`config.mk`:
```
export PLATFORM = sky130hd
export DESIGN_NAME = draw_rect_ctl
export DESIGN_NICKNAME = d
export VERILOG_FILES = /design/src/rtl/draw_rect_pkg.sv /design/src/rtl/pulse_edge_det.sv /design/src/rtl/draw_rect_ctl.sv
export SDC_FILE = /design/constraint.sdc
export NUM_CORES = 1
export LEC_CHECK = 0
export BUFFER_PORTS_ARGS = -buffer_cell sky130_fd_sc_hd__buf_2
export CAP_MARGIN = 20
export CELL_PAD_IN_SITES_DETAIL_PLACEMENT = 1
export CELL_PAD_IN_SITES_GLOBAL_PLACEMENT = 1
export CORE_MARGIN = 1.5
export CORE_UTILIZATION = 40
export DETAILED_ROUTE_END_ITERATION = 7
export PLACE_DENSITY = 0.76
export RECOVER_POWER = 25
export SLEW_MARGIN = 20
export SYNTH_ARGS = -nofsm -noshare
export SYNTH_HDL_FRONTEND = slang
export SYNTH_SLANG_ARGS = --single-unit
export TNS_END_PERCENT = 100
```
`constraint.sdc`:
```
create_clock -name pclk -period 9.4 [get_ports pclk]
set_input_delay 1.88 -clock pclk [delete_from_list [all_inputs] [get_ports pclk]]
set_output_delay 1.88 -clock pclk [all_outputs]
set_load 0.005 [all_outputs]
```
`src/rtl/draw_rect_pkg.sv`:
```
// Shared constants and state encoding for the sprite motion controller.
package draw_rect_pkg;

    typedef enum logic [1:0] {
        IDLE = 2'd0,
        FALL = 2'd1,
        RISE = 2'd2,
        STOP = 2'd3
    } state_t;

    localparam int unsigned SCREEN_W    = 800;
    localparam int unsigned SCREEN_H    = 600;
    localparam int unsigned RECT_WIDTH  = 64;
    localparam int unsigned RECT_HEIGHT = 64;

endpackage

```
`src/rtl/pulse_edge_det.sv`:
```
// Registered rising-edge detector: pulse is high for one cycle, one cycle after sig rises.
module pulse_edge_det (
    input  logic pclk,
    input  logic rst,
    input  logic sig,
    output logic pulse
);

    logic sig_d;

    always_ff @(posedge pclk) begin
        if (rst) begin
            sig_d <= 1'b0;
            pulse <= 1'b0;
        end else begin
            sig_d <= sig;
            pulse <= sig & ~sig_d;
        end
    end

endmodule

```
`src/rtl/draw_rect_ctl.sv`:
```
// Sprite motion controller: follows the mouse, drops on click, bounces once per frame tick.
// Optional horizontal drift while moving: define DRAW_RECT_CTL_HDRIFT_EN.
module draw_rect_ctl
    import draw_rect_pkg::*;
#(
    parameter int unsigned SCREEN_H     = draw_rect_pkg::SCREEN_H,
    parameter int unsigned RECT_HEIGHT  = draw_rect_pkg::RECT_HEIGHT,
    parameter int unsigned GRAVITY      = 1,
    parameter int unsigned VMAX         = 32,
    parameter int unsigned DAMP_SHIFT   = 1,
    parameter int unsigned MIN_BOUNCE_V = 2
`ifdef DRAW_RECT_CTL_HDRIFT_EN
    ,
    parameter int unsigned SCREEN_W     = draw_rect_pkg::SCREEN_W,
    parameter int unsigned RECT_WIDTH   = draw_rect_pkg::RECT_WIDTH,
    parameter int unsigned HSTEP        = 2
`endif
) (
    input  logic        pclk,
    input  logic        rst,
    input  logic [11:0] mouse_xpos,
    input  logic [11:0] mouse_ypos,
    input  logic        mouse_left,
    input  logic        vsync_in,
    output logic [11:0] xpos,
    output logic [11:0] ypos,
    output logic        busy
);

    localparam logic [12:0] FLOOR = 13'(SCREEN_H - RECT_HEIGHT);

    state_t      state;
    logic [11:0] vel;
    logic        click;
    logic        tick;

    pulse_edge_det u_click_det (
        .pclk  (pclk),
        .rst   (rst),
        .sig   (mouse_left),
        .pulse (click)
    );

    pulse_edge_det u_tick_det (
        .pclk  (pclk),
        .rst   (rst),
        .sig   (vsync_in),
        .pulse (tick)
    );

    logic [12:0] vel_inc;
    logic [11:0] vel_sat;
    logic [11:0] vel_damp;
    logic [12:0] y_sum;
    logic [11:0] y_rise;
    logic [11:0] y_clip;

    // Sums are widened to 13 bits so comparisons never see a wrapped value.
    always_comb begin
        vel_inc  = {1'b0, vel} + 13'(GRAVITY);
        vel_sat  = (vel_inc > 13'(VMAX)) ? 12'(VMAX) : vel_inc[11:0];
        vel_damp = vel_sat - (vel_sat >> DAMP_SHIFT);
        y_sum    = {1'b0, ypos} + {1'b0, vel_sat};
        y_rise   = (vel > ypos) ? 12'd0 : ypos - vel;
        y_clip   = ({1'b0, mouse_ypos} > FLOOR) ? FLOOR[11:0] : mouse_ypos;
    end

`ifdef DRAW_RECT_CTL_HDRIFT_EN
    localparam logic [12:0] XMAX = 13'(SCREEN_W - RECT_WIDTH);

    logic        dir;
    logic [11:0] x_drift;
    logic        dir_drift;
    logic [12:0] x_right;

    always_comb begin
        x_right   = {1'b0, xpos} + 13'(HSTEP);
        x_drift   = xpos;
        dir_drift = dir;
        if (dir) begin
            if (x_right >= XMAX) begin
                x_drift   = XMAX[11:0];
                dir_drift = 1'b0;
            end else begin
                x_drift = x_right[11:0];
            end
        end else if ({1'b0, xpos} < 13'(HSTEP)) begin
            x_drift   = 12'd0;
            dir_drift = 1'b1;
        end else begin
            x_drift = xpos - 12'(HSTEP);
        end
    end
`endif

    always_ff @(posedge pclk) begin
        if (rst) begin
            state <= IDLE;
            xpos  <= 12'd0;
            ypos  <= 12'd0;
            vel   <= 12'd0;
            busy  <= 1'b0;
`ifdef DRAW_RECT_CTL_HDRIFT_EN
            dir   <= 1'b0;
`endif
        end else begin
            case (state)
                IDLE: begin
                    if (click) begin
                        state <= FALL;
                        busy  <= 1'b1;
                        vel   <= 12'd0;
`ifdef DRAW_RECT_CTL_HDRIFT_EN
                        dir   <= 1'b1;
`endif
                    end else begin
                        xpos <= mouse_xpos;
                        ypos <= y_clip;
                    end
                end
                FALL: begin
                    if (tick) begin
`ifdef DRAW_RECT_CTL_HDRIFT_EN
                        xpos <= x_drift;
                        dir  <= dir_drift;
`endif
                        if (y_sum < FLOOR) begin
                            ypos <= y_sum[11:0];
                            vel  <= vel_sat;
                        end else begin
                            ypos <= FLOOR[11:0];
                            if (vel_damp >= 12'(MIN_BOUNCE_V)) begin
                                vel   <= vel_damp;
                                state <= RISE;
                            end else begin
                                vel   <= 12'd0;
                                state <= STOP;
                                busy  <= 1'b0;
                            end
                        end
                    end
                end
                RISE: begin
                    if (tick) begin
`ifdef DRAW_RECT_CTL_HDRIFT_EN
                        xpos <= x_drift;
                        dir  <= dir_drift;
`endif
                        if (vel <= 12'(GRAVITY)) begin
                            vel   <= 12'd0;
                            state <= FALL;
                        end else begin
                            ypos <= y_rise;
                            vel  <= vel - 12'(GRAVITY);
                        end
                    end
                end
                STOP: begin
                    if (click) begin
                        state <= IDLE;
                    end
                end
                default: begin
                    state <= IDLE;
                    busy  <= 1'b0;
                end
            endcase
        end
    end

endmodule

```
; ---- Yosys cells after proc, flatten, opt, wreduce, memory -nomap -nowiden
; Index checks and enable logic that the tools add are counted.
; W data, S select, Z words.
[classes]
muxes = 29
n_bitwise = 5
magnitude_cmp = 6
n_addsub = 5
n_reduce_logical = 8
eq_ne = 12
[op_table]
columns = cell, n
row1 = $mux W12, 14
row2 = $pmux W12 S3, 2
row3 = $add A12 B1 Y13 const B, 1
row4 = $add A12 B12 Y13, 1
row5 = $gt A13 B6 Y1 const B, 1
row6 = $lt A13 B10 Y1 const B, 1
row7 = $ge A12 B2 Y1 const B, 1
row8 = $gt A12 B10 Y1 const B, 1
row9 = $gt A12 B12 Y1, 1
row10 = $le A12 B1 Y1 const B, 1
row11 = $mux W2, 6
row12 = $sub A12 B1 Y12 const B, 1
row13 = $sub A12 B11 Y12, 1
row14 = $sub A12 B12 Y12, 1
row15 = $ne A2 B2 Y1 const B, 5
row16 = $reduce_and A5 Y1, 2
row17 = $ne A2 B1 Y1 const B, 4
row18 = $pmux W2 S4, 1
row19 = $reduce_and A6 Y1, 1
row20 = $mux W1, 5
row21 = $eq A2 B2 Y1 const B, 2
row22 = $reduce_and A4 Y1, 1
row23 = $not A1 Y1, 3
row24 = $reduce_bool A3 Y1, 1
row25 = other kinds (6), 7
[totals]
inputBits = 28
wordCells = 74
ff_bits = 43

; ---- Logic depth before layout (Yosys ltp)
[depth]
ltp_word = 9
ltp_mapped = 20
ltp_nobuf = 19

; ---- Hierarchy
; Synthesis repeated with hierarchy kept, for this count alone.
[hier_totals]
hier_cells = 526
area_unflattened_um2 = 4041.4
[by_module_without_submodules]
columns = mod, instances, cells_each, area_per_inst_um2
row1 = draw_rect_ctl, 1, 518, 3923.8
row2 = pulse_edge_det, 2, 4, 58.8

; ---- Least setup slack after synthesis
; Ideal clock, no wire load.
[synth_timing]
path_kind = register to register
start = register vel[0]
end = register vel[5]
path_slack_ps = 4943
path_stages_with_launch = 20
n_path_buf = 1
setup_ps = 115
arrival_time_ps = 4343
period_less_slack_ps = 4457
required_ps = 9285
path_cell_list = dfxtp_1 ha_1 nand3_1 a2111o_1 a221oi_1 nand4_1 nand2b_1 inv_1 ha_1 inv_1 fa_1 nor2b_4 o31a_1 a2111oi_0 nand4b_2 o41ai_2 nand2_1 buf_2 a31o_1 o21a_1
[synth_between]
elab_chain_cells = 9
[synth_lines]
columns = element, line
row1 = "start, declared", draw_rect_ctl.sv:33  ; logic [11:0] vel;
row2 = "start signal, assigned", draw_rect_ctl.sv:129  ; vel <= vel_sat;
row3 = "start signal, assigned", draw_rect_ctl.sv:133  ; vel <= vel_damp;
row4 = "start signal, assigned", draw_rect_ctl.sv:154  ; vel <= vel - 12'(GRAVITY);
row5 = $add A12 B1 Y13, draw_rect_ctl.sv:60  ; vel_inc = {1'b0, vel} + 13'(GRAVITY);
row6 = $gt A13 B6 Y1, draw_rect_ctl.sv:61  ; vel_sat = (vel_inc > 13'(VMAX)) ? 12'(VMAX) : vel_inc[11:0];
row7 = $mux W12, draw_rect_ctl.sv:61
row8 = $sub A12 B11 Y12, draw_rect_ctl.sv:62  ; vel_damp = vel_sat - (vel_sat >> DAMP_SHIFT);
row9 = $ge A12 B2 Y1, draw_rect_ctl.sv:132  ; if (vel_damp >= 12'(MIN_BOUNCE_V)) begin
row10 = $mux W12, draw_rect_ctl.sv:132
row11 = $mux W12, draw_rect_ctl.sv:127  ; if (y_sum < FLOOR) begin
row12 = $mux W12, draw_rect_ctl.sv:122  ; if (tick) begin
row13 = $pmux W12 S3 (*), draw_rect_ctl.sv:107  ; case (state)
; Mark *: on every way between the ends. The rest lies on a longest branch, timed or not. The select of a mux whose other input is x is not followed.
; A chain may end at the register's enable or synchronous reset.

; ---- Worst setup path in the final report
[layout_timing]
start = register vel[0]
end = register vel[8]
; The elaborated chain is that of the path after synthesis.

==> flow_summary.toml <==
[drt]
wl_mm = 13.93
drc = 0
viasPerCell = 5.908
postRouteAntennaNets = 0
drtIter0Drc = 276
dr.pass1.iters = 5
vias = 4425
wl_per_cell_um = 18.59

[critical_path]
cp_max_fo = 14
slowest_stage = "dfxtp_1"
path_cells = "ha_1, nand3_1, a2111o_1, a221oi_1, nand4_1, nand2b_1, inv_1, ha_1, inv_1, fa_1, nor2b_4, o31a_1, a2111oi_0, nand4b_2, o41ai_2, nand2_1, and4_1, o31a_1"
r2r-end = "vel[8]"
r2r-start = "vel[0]"
startpoint_type = "register"
r2r_setup_slack_ns = 3.77
cp-startpoint = "vel[0]"
reg2regPathDepth = 18
end_kind = "register"
path_class = "reg2reg"
cp-endpoint = "vel[8]"
crit_required_ns = 9.61
cpPeakStageDelay_ns = 0.53
arrival_ns = 5.85

[synth]
synth_top_cell_area_share_pct = 20.53
ys_seq_area_share_pct = 20.53
ys_ff_latch = 43
synth_cells = 554
synth_top_area_cell = "dfxtp_1"
ys_types = 76
postSynthAreaPerCell_um2 = 7.570
synth_area_um2 = 4194
synth_edf_count = 0
synth_area_leaders = "dfxtp_1 21%, ha_1 13%, a21oi_1 5.7%"
async_flop_share_pct = 0
yosys_warnings = 0
yosys_most_used_dff = "dfxtp_1"

[status]
violations = "capacitance limit, slew limit"
outcome = "complete, but fails checks"

[clocking]
cts_buffers = 5
cts_root_buffer = "clkbuf_8"
cts.clk_slew.worst_paths_ns = 0.10
cts_hold_buf = 0
insertion_delay_ns = 0.31
cts.sinks = 43
cts_setup_buffers = 0
ctsResizeCount = 0
clockBufferDepth = 2
cts_tree = "built"
h-tree-depth = 2

[floorplan]
coreArea_um2 = 10230
pin_count = 53
start_util_pct = 40.99
die_h_um = 105.4
rows = 37
die_w_um = 105.4
die-area_um2 = 11110

[cells_and_area]
drive_gt1_share_pct = 12.40
final_area_um2 = 4698
fin_util_pct = 45.92
fin_nets = 686
fin_cells = 749
diodes = 0
area_delta_synth_final_pct = 12.02

[global_routing]
grt_first_pass_wirelength_mm = 22.79
grt_max_degree = 40
grt_antenna_before_repair = 0
overflow = 0
grt_pass1_vias = 4455
grt_usage_pct = 25.55

[hold_path]
holdCritPathClass = "reg2reg"

[timing]
fin_crit_ns = 5.634
max_slew.worst_pin.slew_ns = 2.056
fmax_ghz = 0.1775
setup_tns_ns = 0
slew_violations = 40
period_share_pct = 59.94
maxSlewHeadroom_pct = -37.04
final_hold_viol_count = 0
skew_ns = 0.008554
finalSetupViolCount = 0
rsz0062_at_grt = "no"

[place]
gp_congestion = 0.9244
dp_hpwl_mm = 10.90
dp_cells = 741
port_buffers = 52
place_area_um2 = 4607

[power]
peakVddDrop_uv = 120.8
leakagePower_nw = 2.006
power_density_nw_per_um2 = 288.6

[job]
drv_cap = 1
==> synth_stat cells, drive strengths merged, types with 9 or more instances <==
library cell,number
a31oi,9
xnor2,16
nor3,13
nand3,18
o21a,12
ha,43
nor4,11
nand2,58
o21ai,35
nor2b,12
inv,33
a211oi,10
a21oi,48
nor2,42
clkbuf,9
dfxtp,43
==> critical path: cells and delay by family (launching register included) <==
| kind | cells | cell delay, ns |
|---|---|---|
| flops | 1 | 0.53 |
| buf+inv | 2 | 0.13 |
| simple gates | 7 | 1.96 |
| fa+ha+maj | 3 | 0.93 |
| compound gates | 6 | 1.97 |
==> per-layer routing <==
metal	vias to the layer above	global-route usage, %	part of all wire [%]
met5	-	0	0
met4	0	4.403	0.90
met3	11	2.597	3.9
met2	90	43.60	47
met1	2169	35.18	49
li1	2155	-	-
==> cells by family after synthesis <==
| group | count (synthesis) | share of synthesized area (%) |
|---|---|---|
| mux | 5 | 1.223 |
| simple gates | 204 | 25.15 |
| xor+xnor | 22 | 4.594 |
| buf+inv | 50 | 4.803 |
| compound gates | 182 | 29.27 |
| other cells | 2 | 0.1791 |
| fa+ha+maj | 46 | 14.26 |
| flops | 43 | 20.53 |
==> layout make-up <==
class / count / area, µm²
well taps: 136 / 170.2
flip-flops and latches: 43 / 860.8
clock inverters: 3 / 25.02
inverters: 34 / 127.6
clock buffers: 5 / 68.82
repair buffers: 52 / 257.7
multi-input cells: 476 / 3188
fillers: 1345 / 5533
==> metrics by stage <==
step                power [mW]  setup slack, ns  hold slack [ns]
floorplan               0.9569            4.943           0.3674
global placement         1.177            4.237           0.3755
detailed placement       1.212            3.904           0.3826
CTS                      1.348            3.869           0.3978
global route             1.482            3.487           0.4173
finish                   1.356            3.766           0.3969
==> how the worst min path moves through the flow <==
| stage | start | to | slack (ns) | cells after the start |
|---|---|---|---|---|
| after global routing | u_tick_det.sig_d | u_tick_det.pulse | 0.42 | 1 |
| final | u_click_det.sig_d | u_click_det.pulse | 0.40 | 1 |
| after detailed placement | u_click_det.sig_d | u_click_det.pulse | 0.38 | 1 |
| after floorplan | u_click_det.sig_d | u_click_det.pulse | 0.37 | 1 |
| after CTS | u_click_det.sig_d | u_click_det.pulse | 0.40 | 1 |
| after global placement | u_tick_det.sig_d | u_tick_det.pulse | 0.38 | 1 |
==> registers in the layout, indices dropped and copies added (netlist names) <==
signal             flops
xpos                  12
ypos                  12
u_tick_det.pulse       1
u_click_det.pulse      1
vel                   12
u_tick_det.sig_d       1
state                  2
u_click_det.sig_d      1
busy                   1
==> layout by cell type (no fill, tap or decap), types with 12 or more instances in the layout <==
master,instances
nor2_1,42
ha_1,43
o21a_1,12
buf_2,50
xnor2_1,16
inv_1,33
dfxtp_1,43
nor3_1,13
nand2_1,58
nand3_1,18
o21ai_0,34
conb_1,17
a21oi_1,48
==> power breakdown <==
part | internal (mW) | total (mW) | switching [mW]
Sequential | 0.227 | 0.279 | 0.0522
Combinational | 0.368 | 0.948 | 0.580
Clock | 0.0533 | 0.130 | 0.0763
Total | 0.648 | 1.36 | 0.708
Power figures use the tool's default switching activity.
